--- src/rtl/conv_pkg.sv ---
// conv_pkg: shared state type, kernel size and accumulator sizing for the 3x3 stream convolver
package conv_pkg;
    typedef enum logic [1:0] {IDLE, ACTIVE, DRAIN} state_t;
    localparam int KSIZE = 3;
    function automatic int acc_width(input int pw, input int ww);
        return pw + ww + 4;
    endfunction
endpackage

--- src/rtl/conv3x3_mac.sv ---
// conv3x3_mac: combinational 9-tap multiply-add, unsigned pixels times signed weights
module conv3x3_mac
    import conv_pkg::*;
#(
    parameter int PW    = 2,
    parameter int WW    = 3,
    parameter int OUT_W = acc_width(PW, WW)
) (
    input  logic [KSIZE-1:0][KSIZE-1:0][PW-1:0] win,
    input  logic [KSIZE-1:0][KSIZE-1:0][WW-1:0] k,
    output logic signed [OUT_W-1:0]             sum
);
    always_comb begin
        sum = '0;
        for (int i = 0; i < KSIZE; i++)
            for (int j = 0; j < KSIZE; j++)
                sum = sum + $signed({{(OUT_W-PW){1'b0}}, win[i][j]})
                          * $signed({{(OUT_W-WW){k[i][j][WW-1]}}, k[i][j]});
    end
endmodule

--- src/rtl/conv3x3_stream.sv ---
// conv3x3_stream: raster-order streaming 3x3 convolution with two line buffers.
// Define CONV3X3_RELU_EN to clamp negative sums to zero before the output register.
module conv3x3_stream
    import conv_pkg::*;
#(
    parameter int IMG_W = 12,
    parameter int IMG_H = 12,
    parameter int PW    = 2,
    parameter int WW    = 3,
    parameter int OUT_W = acc_width(PW, WW)
) (
    input  logic                    clk,
    input  logic                    rst_n,
    input  logic                    w_load,
    input  logic [9*WW-1:0]         w_data,
    input  logic                    in_valid,
    output logic                    in_ready,
    input  logic [PW-1:0]           in_pix,
    output logic                    out_valid,
    input  logic                    out_ready,
    output logic signed [OUT_W-1:0] out_data,
    output logic                    out_last,
    output logic                    busy,
    output logic                    frame_done
);
    localparam int CW = $clog2(IMG_W);
    localparam int RW = $clog2(IMG_H);
    localparam logic [CW-1:0] COL_LAST = CW'(IMG_W - 1);
    localparam logic [RW-1:0] ROW_LAST = RW'(IMG_H - 1);

    state_t                                     state;
    logic [CW-1:0]                              col;
    logic [RW-1:0]                              row;
    logic [KSIZE-1:0][KSIZE-1:0][WW-1:0]        k;
    logic [PW-1:0]                              lb0 [IMG_W];
    logic [PW-1:0]                              lb1 [IMG_W];
    // Only the two older window columns are stored; the newest is formed from the incoming pixel
    logic [KSIZE-1:0][KSIZE-2:0][PW-1:0]        win;
    logic [KSIZE-1:0][KSIZE-1:0][PW-1:0]        tap;
    logic signed [OUT_W-1:0]                    sum;
    logic signed [OUT_W-1:0]                    res;
    logic                                       accept;
    logic                                       emit;
    logic                                       last_px;

    assign in_ready   = (state != DRAIN) && (!out_valid || out_ready);
    assign accept     = in_valid && in_ready;
    assign last_px    = (row == ROW_LAST) && (col == COL_LAST);
    assign emit       = accept && (row >= RW'(2)) && (col >= CW'(2));
    assign busy       = state != IDLE;
    assign frame_done = (state == DRAIN) && out_valid && out_ready && out_last;

    assign tap[0] = {lb1[col], win[0]};
    assign tap[1] = {lb0[col], win[1]};
    assign tap[2] = {in_pix,   win[2]};

    conv3x3_mac #(.PW(PW), .WW(WW), .OUT_W(OUT_W)) u_mac (
        .win (tap),
        .k   (k),
        .sum (sum)
    );

`ifdef CONV3X3_RELU_EN
    assign res = sum[OUT_W-1] ? '0 : sum;
`else
    assign res = sum;
`endif

    always_ff @(posedge clk) begin
        if (accept) begin
            lb1[col] <= lb0[col];
            lb0[col] <= in_pix;
            for (int i = 0; i < KSIZE; i++)
                win[i] <= tap[i][KSIZE-1:1];
        end
    end

    always_ff @(posedge clk or negedge rst_n) begin
        if (!rst_n) begin
            state     <= IDLE;
            col       <= '0;
            row       <= '0;
            k         <= '0;
            out_valid <= 1'b0;
            out_data  <= '0;
            out_last  <= 1'b0;
        end else begin
            if (state == IDLE && w_load)
                k <= w_data;
            if (accept) begin
                col <= (col == COL_LAST) ? '0 : col + CW'(1);
                row <= (col != COL_LAST) ? row : (row == ROW_LAST) ? '0 : row + RW'(1);
            end
            if (emit) begin
                out_valid <= 1'b1;
                out_data  <= res;
                out_last  <= last_px;
            end else if (out_ready) begin
                out_valid <= 1'b0;
                out_last  <= 1'b0;
            end
            state <= (state == IDLE && accept)              ? ACTIVE :
                     (state == ACTIVE && accept && last_px) ? DRAIN  :
                     (state == DRAIN && frame_done)         ? IDLE   : state;
        end
    end
endmodule

--- config.mk ---
export PLATFORM = sky130hd
export DESIGN_NAME = conv3x3_stream
export DESIGN_NICKNAME = d
export VERILOG_FILES = /design/src/rtl/conv_pkg.sv /design/src/rtl/conv3x3_mac.sv /design/src/rtl/conv3x3_stream.sv
export SDC_FILE = /design/constraint.sdc
export NUM_CORES = 1
export LEC_CHECK = 0
export BUFFER_PORTS_ARGS = -buffer_cell sky130_fd_sc_hd__buf_2
export CAP_MARGIN = 20
export CORE_MARGIN = 2
export CORE_UTILIZATION = 56
export CTS_BUF_LIST = sky130_fd_sc_hd__clkbuf_16
export DETAILED_ROUTE_END_ITERATION = 10
export PLACE_DENSITY = 0.75
export SYNTH_ARGS = -nofsm -noshare
export SYNTH_HDL_FRONTEND = slang
export SYNTH_HIERARCHICAL = 1
export SYNTH_SLANG_ARGS = --single-unit
--- constraint.sdc ---
create_clock -name clk -period 7.45 [get_ports clk]
set_clock_uncertainty 0.15 [all_clocks]
set_input_delay 1.49 -clock clk [delete_from_list [all_inputs] [get_ports clk]]
set_output_delay 1.49 -clock clk [all_outputs]
set_load 0.01 [all_outputs]
==> run metrics <==
gpl congestion=0.891; crit-path leading delay family=adder cells; Die ar.=0.0143 sq mm; Routed Antenna Nets=0; port buffer count=47; First-pass DRT Iterations=5; Hold WC Path Type=reg -> reg; max_cap viols=0; DP Worst Slack=-0.0482 ns; Die H=120 um; gr usage total=22.3%; Diodes inserted=0; starting DRC count in detailed routing=209; initial antenna violation count=0; CP most frequent cell=fa_1; Largest stage delay, worst path=0.57 ns; Slew @ Worst Pin=0.858 ns; share of post-route cells with drive strength above 1=23.1%; CTS Buf Count=9; residual DRC count=0; fin crit period=7.13 ns; Routed WL=14.7 mm; worst-path cell chain=buf_6 > mux2i_2 > a22oi_1 > o221ai_1 > o21ai_1 > nand2b_4 > fa_1 > fa_1 > fa_1 > fa_1 > fa_1 > fa_1 > fa_1 > inv_1 > fa_1 > ha_2 > fa_2 > a211oi_2 > o21ai_1 > a21oi_2 > xnor2_1 > mux2_4; Final Max Slew Viols=0; via count=4,526; fin util=64.1%; Worst Reg2Reg Path Length in Cells=22; Crit path arrival time=7.23 ns; status=finished, final reports clean; number of vias per cell=5.34; Reg2Reg Setup Slack=0.32 ns; FMAX=140 MHz; RSZ-0062 raised after global routing=no; CP endpoint kind=flip-flop; area of the mapped netlist=0.00750 sq mm; ys async rst share=44.4%; Slew Limit Headroom=42.8%; Netlist cell types=52; Worst R2R End=out_data[8]; Worst Path Buf+Inv=2; Top FF cell, synth=edfxtp_1; pin count of the biggest net entering global routing=49; clock buffer depth=2; Cells after Synth=599; register bit total from synthesis=108; Initial Util=57.1%; vias in the first global route=4,964; Crit Path Category=reg -> reg; min setup slack post-route=0.323 ns; Final Cycle Share=95.7%; average routed wire per standard cell=17.3 um; global-route wire length before repair=24.2 mm; Syn. warnings=6; HPWL Detailed=11.6 mm; hold_buf cts=0; syn nets=767; num rows=42; CP max FO=8; EDFF count, synth=60; Final setup viols=0; Sink Count=108; P&R area growth vs syn=12.2%; register area share after synthesis=40.0%; Syn Area/Cell=12.5 sq um; Crit path required time=7.55 ns; Clk pin slew, worst setup/hold paths=0.08 ns; Core Region=0.0131 sq mm; Die Width=120 um; H-tree depth=3; TritonCTS clock tree=yes; GRT overflow=0; reg2reg start=col[1]; type of origin of the critical path=flip-flop; Top Ports=48; hold path startpoint=tap[3]; Final Hold Viols=0; root buf cell=clkbuf_16; CP max stage cell=fa_1; worst hold endpoint=tap[1]; hold path depth=0; worst-skew pair later-pin latency=0.36 ns; Post-layout nets=835
[logic make-up (layout without fill, tap and decap cells)]
kind of cell / count (synthesis) / after routing / synth area share, %
adders and majority gates: 135 / 135 / 29.9
muxes: 59 / 59 / 9.77
xor gates and xnor gates: 15 / 15 / 1.85
AOI/OAI and AO/OA: 39 / 39 / 3.44
buffers and inverters: 127 / 200 / 6.65
DFF: 108 / 108 / 40.0
and+or+nand+nor: 116 / 116 / 8.37
[worst register-to-register path, stage by stage (launching register included)]
cell      delay (ns)
dfrtp_2         0.50
buf_6           0.17
mux2i_2         0.14
a22oi_1         0.14
o221ai_1        0.15
o21ai_1         0.20
nand2b_4        0.17
fa_1            0.42
fa_1            0.51
fa_1            0.57
fa_1            0.45
fa_1            0.53
fa_1            0.44
fa_1            0.54
inv_1           0.05
fa_1            0.45
ha_2            0.21
fa_2            0.35
a211oi_2        0.26
o21ai_1         0.11
a21oi_2         0.15
xnor2_1         0.08
mux2_4          0.27
[through the flow]
stage	std cells	setup TNS [ns]	hold slack [ns]	area (sq um)
floorplan	599	0	0.296	7500
global placement	830	0	0.333	8040
detailed placement	830	-0.0482	0.326	8040
CTS	846	0	0.347	8350
global route	848	0	0.365	8420
finish	848	0	0.346	8420
[sequential cells by signal, indices dropped and copies added (netlist names)]
| name | flops |
|---|---|
| out_last | 1 |
| state | 2 |
| tap | 12 |
| out_data | 9 |
| lb1 | 24 |
| k | 27 |
| row | 4 |
| col | 4 |
| out_valid | 1 |
| lb0 | 24 |
[how the worst max path moves through the flow]
stage	depth (start not counted)	endpoint	slack, ns	start
global route	22	out_data[8]	0.04	col[1]
CTS	20	out_data[8]	0.008	col[0]
floorplan	26	out_data[8]	0.05	col[1]
global placement	20	out_data[8]	0.02	in_pix[0]
finish	22	out_data[8]	0.32	col[1]
detailed placement	22	out_data[8]	-0.05	col[1]
[cell usage in the layout, fill, tap and decap left out, types with 5 or more instances in the layout]
cell type / Yosys / layout
inv_1: 115 / 116
nor2_1: 21 / 21
mux2i_1: 8 / 7
edfxtp_1: 60 / 60
and2_1: 35 / 35
xor2_1: 5 / 5
fa_1: 74 / 73
dfrtp_1: 48 / 46
nand2b_1: 8 / 7
xnor2_1: 9 / 9
ha_1: 60 / 59
mux2_2: 38 / 38
mux2_4: 9 / 9
clkbuf_16: 0 / 9
o21ai_0: 14 / 10
nand2_1: 25 / 25
buf_4: 1 / 18
buf_2: 3 / 47
[repair_timing]
item | 4_1_cts | 5_1_grt
resized for setup | 2 | 16
endpoints found under the hold margin | 0 | 0
pin swaps | 0 | 8
setup buffers | 0 | 2
endpoints found under the setup margin | 1 | 2
[layer usage]
| metal | vias up | global-route usage (%) | wire length [um] |
|---|---|---|---|
| met2 | 107 | 38.5 | 7680 |
| met5 | - | 0 | 0 |
| met3 | 22 | 5.04 | 654 |
| met4 | 0 | 7.35 | 272 |
| li1 | 2086 | - | - |
| met1 | 2311 | 28.0 | 6060 |
[Yosys cell counts (2+ instances only)]
cell type | n | share of area [%]
dfrtp_1 | 48 | 16
buf_2 | 3 | 0.20
buf_6 | 2 | 0.30
xor2_1 | 5 | 0.58
a21oi_1 | 4 | 0.27
and2_1 | 35 | 2.9
or2_2 | 2 | 0.17
xnor2_1 | 9 | 1.1
nand2_1 | 25 | 1.3
mux2_2 | 38 | 5.7
and3b_1 | 2 | 0.23
a22oi_1 | 4 | 0.40
and3_1 | 4 | 0.33
clkbuf_1 | 5 | 0.25
inv_1 | 115 | 5.8
nand2b_1 | 8 | 0.67
or3_1 | 2 | 0.17
nand3_1 | 3 | 0.20
a31oi_1 | 3 | 0.25
o221ai_1 | 4 | 0.47
mux4_2 | 4 | 1.2
ha_1 | 60 | 10
edfxtp_1 | 60 | 24
nor2b_1 | 4 | 0.33
o21ai_0 | 14 | 0.93
fa_1 | 74 | 20
mux2i_1 | 8 | 1.1
nor2_1 | 21 | 1.1
mux2_4 | 9 | 1.8
nor3_1 | 2 | 0.13
[layout make-up]
| class | count | area [sq um] |
|---|---|---|
| clock buffer | 9 | 225 |
| clock inverter | 7 | 86.3 |
| fill | 1024 | 4720 |
| inverter | 116 | 435 |
| multi-input combinational | 364 | 4040 |
| sequential | 108 | 3010 |
| tap | 176 | 220 |
| timing repair buffer | 68 | 404 |
Power is left out: the tool's default activity adds up to more than one toggle a clock period on the data nets, which glitch-free logic cannot reach.
